### config.mk
export PLATFORM = sky130hd
export DESIGN_NAME = bsg_id_pool
export DESIGN_NICKNAME = d
export VERILOG_FILES = /design/src/rtl/bsg_id_pool.sv /design/src/rtl/bsg_id_pool_mp_dealloc_check.sv /design/src/rtl/bsg_id_pool_mp.sv
export SDC_FILE = /design/constraint.sdc
export NUM_CORES = 1
export LEC_CHECK = 0
export CAP_MARGIN = 0
export CORE_AREA = 2 2 39 41
export DETAILED_ROUTE_END_ITERATION = 10
export DIE_AREA = 0 0 41 43
export SLEW_MARGIN = 20
export SYNTH_ARGS = -nofsm -noshare
export SYNTH_HDL_FRONTEND = slang
export SYNTH_SLANG_ARGS = --single-unit
### constraint.sdc
create_clock -name clk_i -period 0.9 [get_ports clk_i]
set_input_delay 0.09 -clock clk_i [delete_from_list [all_inputs] [get_ports clk_i]]
set_output_delay 0.09 -clock clk_i [all_outputs]
set_load 0.01 [all_outputs]
### src/rtl/bsg_id_pool.sv
// Single-port ID pool without reserve, built on bsg_id_pool_mp.
module bsg_id_pool #(
  parameter int  els_p          = 1,
  localparam int id_width_lp    = (els_p > 1) ? $clog2(els_p) : 1,
  localparam int count_width_lp = $clog2(els_p + 1)
) (
  input  logic                      clk_i,
  input  logic                      reset_i,
  output logic [id_width_lp-1:0]    alloc_id_o,
  output logic                      alloc_v_o,
  input  logic                      alloc_yumi_i,
  input  logic                      dealloc_v_i,
  input  logic [id_width_lp-1:0]    dealloc_id_i,
  output logic [count_width_lp-1:0] free_count_o,
  output logic                      all_free_o,
  output logic                      error_o
);

  bsg_id_pool_mp #(
    .els_p           (els_p),
    .dealloc_ports_p (1),
    .reserve_els_p   (0)
  ) pool (
    .clk_i            (clk_i),
    .reset_i          (reset_i),
    .alloc_id_o       (alloc_id_o),
    .alloc_v_o        (alloc_v_o),
    .alloc_yumi_i     (alloc_yumi_i),
    .alloc_priority_i (1'b0),
    .dealloc_v_i      (dealloc_v_i),
    .dealloc_id_i     (dealloc_id_i),
    .free_count_o     (free_count_o),
    .all_free_o       (all_free_o),
    .error_o          (error_o)
  );

endmodule

### src/rtl/bsg_id_pool_mp_dealloc_check.sv
// Per-port deallocation legality for bsg_id_pool_mp. Produces the combined clear mask,
// the number of IDs it returns, and a flag for any valid port that was rejected.
module bsg_id_pool_mp_dealloc_check #(
  parameter int els_p           = 1,
  parameter int dealloc_ports_p = 1,
  parameter int id_width_lp     = 1,
  parameter int count_width_lp  = 1
) (
  input  logic [els_p-1:0]                       used_i,
  input  logic [dealloc_ports_p-1:0]             dealloc_v_i,
  input  logic [dealloc_ports_p*id_width_lp-1:0] dealloc_id_i,
  output logic [els_p-1:0]                       clear_mask_o,
  output logic [count_width_lp-1:0]              clear_count_o,
  output logic                                   illegal_o
);

  logic [id_width_lp-1:0] port_id    [dealloc_ports_p];
  logic [els_p-1:0]       port_mask  [dealloc_ports_p];
  logic [dealloc_ports_p-1:0] legal;
  logic [dealloc_ports_p-1:0] dup;

  // A later port repeating an ID already presented by a lower port loses.
  always_comb begin
    dup = '0;
    for (int p = 1; p < dealloc_ports_p; p++) begin
      for (int q = 0; q < p; q++) begin
        if (dealloc_v_i[q] && (port_id[q] == port_id[p])) dup[p] = 1'b1;
      end
    end
  end

  genvar gp, gi;
  generate
    for (gp = 0; gp < dealloc_ports_p; gp++) begin : g_port
      logic [els_p-1:0] onehot;
      assign port_id[gp] = dealloc_id_i[gp*id_width_lp +: id_width_lp];
      // Out-of-range IDs decode to all zeros, so they never hit a used bit.
      for (gi = 0; gi < els_p; gi++) begin : g_dec
        assign onehot[gi] = (port_id[gp] == id_width_lp'(gi));
      end
      assign legal[gp]     = dealloc_v_i[gp] & (|(onehot & used_i)) & ~dup[gp];
      assign port_mask[gp] = legal[gp] ? onehot : '0;
    end
  endgenerate

  always_comb begin
    clear_mask_o = '0;
    for (int p = 0; p < dealloc_ports_p; p++) clear_mask_o = clear_mask_o | port_mask[p];
  end

  always_comb begin
    clear_count_o = '0;
    for (int i = 0; i < els_p; i++) clear_count_o = clear_count_o + count_width_lp'(clear_mask_o[i]);
  end

  assign illegal_o = |(dealloc_v_i & ~legal);

endmodule

### src/rtl/bsg_id_pool_mp.sv
// Multi-port ID pool: one allocation port handing out the lowest free ID, several
// deallocation ports, a reserve threshold with priority override, and a sticky error flag.
module bsg_id_pool_mp #(
  parameter int  els_p           = 1,
  parameter int  dealloc_ports_p = 2,
  parameter int  reserve_els_p   = 0,
  localparam int id_width_lp     = (els_p > 1) ? $clog2(els_p) : 1,
  localparam int count_width_lp  = $clog2(els_p + 1)
) (
  input  logic                                   clk_i,
  input  logic                                   reset_i,
  output logic [id_width_lp-1:0]                 alloc_id_o,
  output logic                                   alloc_v_o,
  input  logic                                   alloc_yumi_i,
  input  logic                                   alloc_priority_i,
  input  logic [dealloc_ports_p-1:0]             dealloc_v_i,
  input  logic [dealloc_ports_p*id_width_lp-1:0] dealloc_id_i,
  output logic [count_width_lp-1:0]              free_count_o,
  output logic                                   all_free_o,
  output logic                                   error_o
);

  logic [els_p-1:0]          used_q, used_d, alloc_mask, clear_mask;
  logic [count_width_lp-1:0] free_cnt_q, free_cnt_d, clear_count;
  logic                      error_q, error_d, illegal, yumi_eff;

  always_comb begin
    alloc_id_o = '0;
    for (int i = els_p - 1; i >= 0; i--) begin
      if (!used_q[i]) alloc_id_o = id_width_lp'(i);
    end
  end

  assign alloc_v_o = (free_cnt_q > count_width_lp'(reserve_els_p))
                   | (alloc_priority_i & (free_cnt_q != '0));
  // A yumi without a valid grant is dropped rather than corrupting the pool.
  assign yumi_eff  = alloc_yumi_i & alloc_v_o;

  genvar gi;
  generate
    for (gi = 0; gi < els_p; gi++) begin : g_alloc_dec
      assign alloc_mask[gi] = yumi_eff & (alloc_id_o == id_width_lp'(gi));
    end
  endgenerate

  bsg_id_pool_mp_dealloc_check #(
    .els_p           (els_p),
    .dealloc_ports_p (dealloc_ports_p),
    .id_width_lp     (id_width_lp),
    .count_width_lp  (count_width_lp)
  ) dealloc_check (
    .used_i        (used_q),
    .dealloc_v_i   (dealloc_v_i),
    .dealloc_id_i  (dealloc_id_i),
    .clear_mask_o  (clear_mask),
    .clear_count_o (clear_count),
    .illegal_o     (illegal)
  );

  // Set and clear masks are disjoint: legality only accepts IDs already used.
  assign used_d     = (used_q | alloc_mask) & ~clear_mask;
  assign free_cnt_d = free_cnt_q - count_width_lp'(yumi_eff) + clear_count;
  assign error_d    = error_q | illegal;

  always_ff @(posedge clk_i or posedge reset_i) begin
    if (reset_i) begin
      used_q     <= '0;
      free_cnt_q <= count_width_lp'(els_p);
      error_q    <= 1'b0;
    end else begin
      used_q     <= used_d;
      free_cnt_q <= free_cnt_d;
      error_q    <= error_d;
    end
  end

  assign free_count_o = free_cnt_q;
  assign all_free_o   = (free_cnt_q == count_width_lp'(els_p));
  assign error_o      = error_q;

  alloc_yumi_legal: assert property (@(posedge clk_i) disable iff (reset_i)
    alloc_yumi_i |-> alloc_v_o);

endmodule

==> results.cfg, run 1 <==
[floorplanning]
pin_count = 10
die_x_um = 41
start_util_pct = 11.8
dieArea_sq_um = 1760
die_h_um = 43
row_count = 14
coreArea_sq_um = 1380

[synth]
synth-seq-cells = 3
avgSynthCellArea_sq_um = 10.2
synth_cells = 16
synth_top_cell_by_area = dfrtp_1
synth_nets = 21
seq_area_frac_synth_pct = 46.6
synth.distinct_cells = 13
synthTopCellsByArea = dfrtp_1, dfstp_2, buf_4, mux2i_1, xnor2_1
ys_warn_count = 0
synth_top_area_share_pct = 30.5
netlist_area_sq_um = 164

[clock_tree]
cts_tree = done
cts_buffers = 3
clock_sinks = 3
root_buffer = clkbuf_4
clk_path_buf_depth = 2
postCtsHoldBufs = 0
clk_latency_ns = 0.23
cts-htree-levels = 1
clk_pin_slew_worst_paths_ns = 0.04

[sta]
timing.final.setup_violations = 3
period_needed_ns = 0.999
worst_slack_ns = -0.0985
hold_viol = 0
fmax_mhz = 1000
slew_violations = 0
tns_ns = -0.291
finalClockSkew_ns = 0.00336
whs_ns = 0.0211
finalCritPeriodShare_pct = 111
rsz0062_at_grt = yes

[worst_setup_path]
rrSetupSlack_ns = 0.02
slowest_stage = dfstp_2
startpoint_type = flip-flop
worstPathArrival_ns = 0.91
path_cells = buf_2
reg2reg_from = pool.all_free_o
end_kind = output pin
critPathTopFamily = flip-flops
r2r-end = pool.all_free_o
path_buf_inv = 1
rr_worst_depth = 2
crit_fanout = 5
path_class = reg -> out
max_stage_delay_ns = 0.54
worstPathRequired_ns = 0.81

[run]
cap_violations = 0

[drt]
wl_per_cell_um = 8.15
ant_nets = 0
vias = 131
drc = 0
drt-total-wl_um = 334
dr.first_iter.drc_count = 1
first_pass_iters = 2
vias_per_cell = 3.20

[placement]
place_congestion = 0.550
placedInstanceArea_sq_um = 241
numPortBuffers = 8

[final_layout]
n_antenna_cell = 0
final_area_sq_um = 248
drive_gt1_share_pct = 32.0
syn_to_final_growth_pct = 51.1
utilization_pct = 17.9
fin_nets = 31
fillers = 169

[power_and_ir_drop]
p_leak_nw = 0.109
power.density_nw_per_um2 = 1620
peakVddDrop_v = 0.000320

[global_routing]
grt.total_usage_pct = 6.14
grt_max_degree = 6
grt_antenna_before_repair = 0
grt-ovfl-total = 0
grt_pass1_vias = 149
grt_pass1_wl_um = 579

[outcome]
status = complete, but fails checks
failed_checks = negative setup slack

[min_path]
min_path_type = in -> async
==> cells in the mapped netlist (all sizes together) <==
library cell	n
conb	1
nor2b	1
dfrtp	2
nand2	1
buf	3
nand2b	1
nand3b	1
inv	1
and2b	1
dfstp	1
xnor2	1
a21o	1
mux2i	1
==> sequential cells by signal, indices dropped and copies added, names as in the netlist <==
register,cells
pool.all_free_o,1
pool.error_o,1
pool.used_q,1
==> through the flow <==
| stage | worst slack [ns] | cells | power, mW |
|---|---|---|---|
| 2_1_floorplan | 0.0254 | 16 | 0.148 |
| 3_3_place_gp | -0.275 | 37 | 0.165 |
| 3_5_place_dp | -0.270 | 37 | 0.166 |
| 4_1_cts | -0.119 | 41 | 0.421 |
| 5_1_grt | -0.143 | 41 | 0.436 |
| 6_report | -0.0985 | 41 | 0.401 |
==> kinds of logic (layout without fill, tap and decap cells) <==
logic type / after synthesis / after routing / synth area share (%)
AND/OR/NAND/NOR: 5 / 5 / 19.1
buffers and inverters: 4 / 13 / 16.0
XOR/XNOR: 1 / 1 / 5.34
AO/OA/AOI/OAI: 1 / 1 / 4.58
flip-flops: 3 / 3 / 46.6
multiplexers: 1 / 1 / 6.11
other: 1 / 1 / 2.29
==> timing repair <==
action	CTS	global route
setup buffers	0	0
endpoints found under the setup margin	4	4
gates resized for setup	16	0
pin swaps	0	1
==> worst max path at each step <==
stage | start | to | slack [ns] | cells after the start
final | pool.all_free_o | all_free_o | -0.1 | 1
after global routing | pool.all_free_o | alloc_v_o | -0.14 | 1
after CTS | pool.all_free_o | all_free_o | -0.12 | 1
after detailed placement | pool.all_free_o | all_free_o | -0.27 | 1
after global placement | pool.all_free_o | all_free_o | -0.28 | 1
after floorplan | pool.all_free_o | pool.all_free_o | 0.03 | 2
==> power breakdown <==
group          total [mW]  internal, mW  leakage, nW         switching [mW]
Clock               0.237         0.166       0.0150                 0.0710
Sequential          0.136         0.136       0.0330  0.0000000000000000497
Combinational      0.0279        0.0185       0.0609                0.00939
==> cells in the final DEF, fill, tap and decap left out <==
cell	count
clkdlybuf4s50_1	4
buf_2	4
clkbuf_4	3
dfrtp_1	2
nand3b_1	1
and2b_1	1
xnor2_1	1
nand2_1	1
nor2b_1	1
mux2i_1	1
nand2b_1	1
a21o_1	1
inv_1	1
conb_1	1
clkbuf_1	1
dfstp_2	1
==> per-layer routing <==
layer | GRT usage [%] | part of all wire (%)
met1 | 3.25 | 32
met5 | 0 | 0
met3 | 6.28 | 11
met2 | 8.44 | 57
met4 | 8.00 | 0
==> area by class of cell <==
cell class | count | area, sq um | share of cell area, %
multi-input combinational | 9 | 61.3 | 24.7
sequential | 3 | 76.3 | 30.8
clock buffer | 4 | 26.3 | 10.6
inverter | 1 | 3.75 | 1.52
timing repair buffer | 8 | 60.1 | 24.2
tap | 16 | 20.0 | 8.08
Note: power is estimated with default switching activity, not from simulation.
==> run 2: changes to the inputs <==
--- a/config.mk
+++ b/config.mk
@@ -5,10 +5,10 @@
 export SDC_FILE = /design/constraint.sdc
 export NUM_CORES = 1
 export LEC_CHECK = 0
-export CAP_MARGIN = 0
-export CORE_AREA = 2 2 39 41
+export CAP_MARGIN = 20
+export CORE_AREA = 3 3 40 42
 export DETAILED_ROUTE_END_ITERATION = 10
-export DIE_AREA = 0 0 41 43
+export DIE_AREA = 0 0 43 45
 export SLEW_MARGIN = 20
 export SYNTH_ARGS = -nofsm -noshare
 export SYNTH_HDL_FRONTEND = slang
==> run 2 against run 1 <==
- sequential cell count did not move
- global-route usage fell by 1.6 points
- critical path depth did not move
- largest cell class unchanged
- the run still ends with negative setup slack left
- critical endpoint unchanged
- final cell count did not move
- via count rose by 6.1%
- first-iteration DRC count did not move
- non-clock buffer count rose by 1
- highest routed layer unchanged
==> results.cfg, run 2 (same netlist as run 1, synthesis figures left out) <==
[floorplanning]
coreArea_sq_um = 1280
pin_count = 10
start_util_pct = 12.8
die_x_um = 43
dieArea_sq_um = 1940
row_count = 13
die_h_um = 45

[outcome]
failed_checks = negative setup slack
status = complete, but fails checks

[global_routing]
grt.total_usage_pct = 4.59
grt_pass1_vias = 143
grt-ovfl-total = 0
grt_max_degree = 5
grt_pass1_wl_um = 572
grt_antenna_before_repair = 0

[drt]
drt-total-wl_um = 340
dr.first_iter.drc_count = 1
vias = 139
drc = 0
first_pass_iters = 2
ant_nets = 0
vias_per_cell = 3.39
wl_per_cell_um = 8.29

[sta]
slew_violations = 0
timing.final.setup_violations = 4
tns_ns = -0.339
fmax_mhz = 1010
period_needed_ns = 0.989
finalClockSkew_ns = 0.00754
hold_viol = 0
finalCritPeriodShare_pct = 110
rsz0062_at_grt = yes
worst_slack_ns = -0.0891

[worst_setup_path]
rrSetupSlack_ns = -0.07
crit_fanout = 4
rr_worst_depth = 3
critPathTopFamily = flip-flops
cp.depth = 1
slowest_stage = dfstp_2
end_kind = output pin
path_class = reg -> out
max_stage_delay_ns = 0.53
r2r-end = pool.all_free_o
worstPathRequired_ns = 0.81
path_cells = buf_2
critPathLaunch = pool.all_free_o
startpoint_type = flip-flop
reg2reg_from = pool.all_free_o
worstPathArrival_ns = 0.90
path_buf_inv = 1
crit_path_end = all_free_o

[clock_tree]
clock_sinks = 3
root_buffer = clkbuf_4
postCtsHoldBufs = 0
cts_tree = done
post-cts-setup-buffers = 0
clk_path_buf_depth = 2
clk_latency_ns = 0.24
cts-htree-levels = 1
clk_pin_slew_worst_paths_ns = 0.04
cts_buffers = 3

[power_and_ir_drop]
report.power.total_mw = 0.408
peakVddDrop_v = 0.000434
p_leak_nw = 0.122
power.density_nw_per_um2 = 1560

[min_path]
min_path_type = in -> async

[placement]
dp_cells = 37
dpl_worst_slack_ns = -0.250
place_congestion = 0.581
numPortBuffers = 8

[final_layout]
fin_cells = 41
final_cell_mix = clkdlybuf4s50_1, buf_2, clkbuf_4
fillers = 150
drive_gt1_share_pct = 38.5
multi_input_area_sq_um = 68.8
syn_to_final_growth_pct = 59.5
fin_nets = 32
register_area_sq_um = 76.3
utilization_pct = 20.4
n_antenna_cell = 0

[run]
cap_violations = 0
[run 2: changes by cell type in the layout (fill, tap and decap cells not counted), sizes merged]
| cell | previous run | this run |
|---|---|---|
| buf | 4 | 5 |
[run 2: routing by layer]
metal / track usage [%] / vias up / routed length, um
li1: - / 65 / -
met1: 4.12 / 66 / 133
met2: 5.99 / 8 / 151
met3: 5.98 / 0 / 56
met4: 1.81 / 0 / 0
met5: 0 / - / 0
[run 2: power by group]
group | leakage [nW] | internal, mW | switching, mW | total (mW)
sequential | 0.0330 | 0.136 | 0.0000000000000000448 | 0.136
clock | 0.0150 | 0.167 | 0.0780 | 0.245
combinational | 0.0742 | 0.0185 | 0.00951 | 0.0280
[run 2: timing repair]
item | in CTS | in global routing
resized for setup | 16 | 1
pin swaps | 0 | 0
gates cloned | 0 | 0
setup endpoints to repair | 6 | 5
[run 2: worst min-delay path by stage]
stage / cells after the start / end
after floorplan: 1 / pool.error_o
after global placement: 2 / pool.error_o
after detailed placement: 2 / pool.error_o
after CTS: 2 / pool.used_q
after global routing: 2 / pool.used_q
final: 2 / pool.used_q
[run 2: final cells by class]
type	instances	area share [%]
clock buffer	4	10.0
sequential	3	29.2
timing repair buffer	9	25.8
tap	15	7.18
multi-input combinational	9	26.3
inverter	1	1.44
[run 2: stage by stage]
stage / instance area, sq um / hold WS (ns)
after floorplan: 164 / -0.157
after global placement: 248 / 0.279
after detailed placement: 248 / 0.269
after CTS: 254 / 0.0126
after global routing: 262 / 0.0308
final: 262 / 0.0150
==> run 3: changes to the inputs <==
--- a/config.mk
+++ b/config.mk
@@ -6,9 +6,9 @@
 export NUM_CORES = 1
 export LEC_CHECK = 0
 export CAP_MARGIN = 20
-export CORE_AREA = 3 3 40 42
+export CORE_AREA = 2 2 39 41
 export DETAILED_ROUTE_END_ITERATION = 10
-export DIE_AREA = 0 0 43 45
+export DIE_AREA = 0 0 41 43
 export SLEW_MARGIN = 20
 export SYNTH_ARGS = -nofsm -noshare
 export SYNTH_HDL_FRONTEND = slang
==> results of run 3 <==
Same layout as run 1: the final DEF is identical, and so are final timing and power.
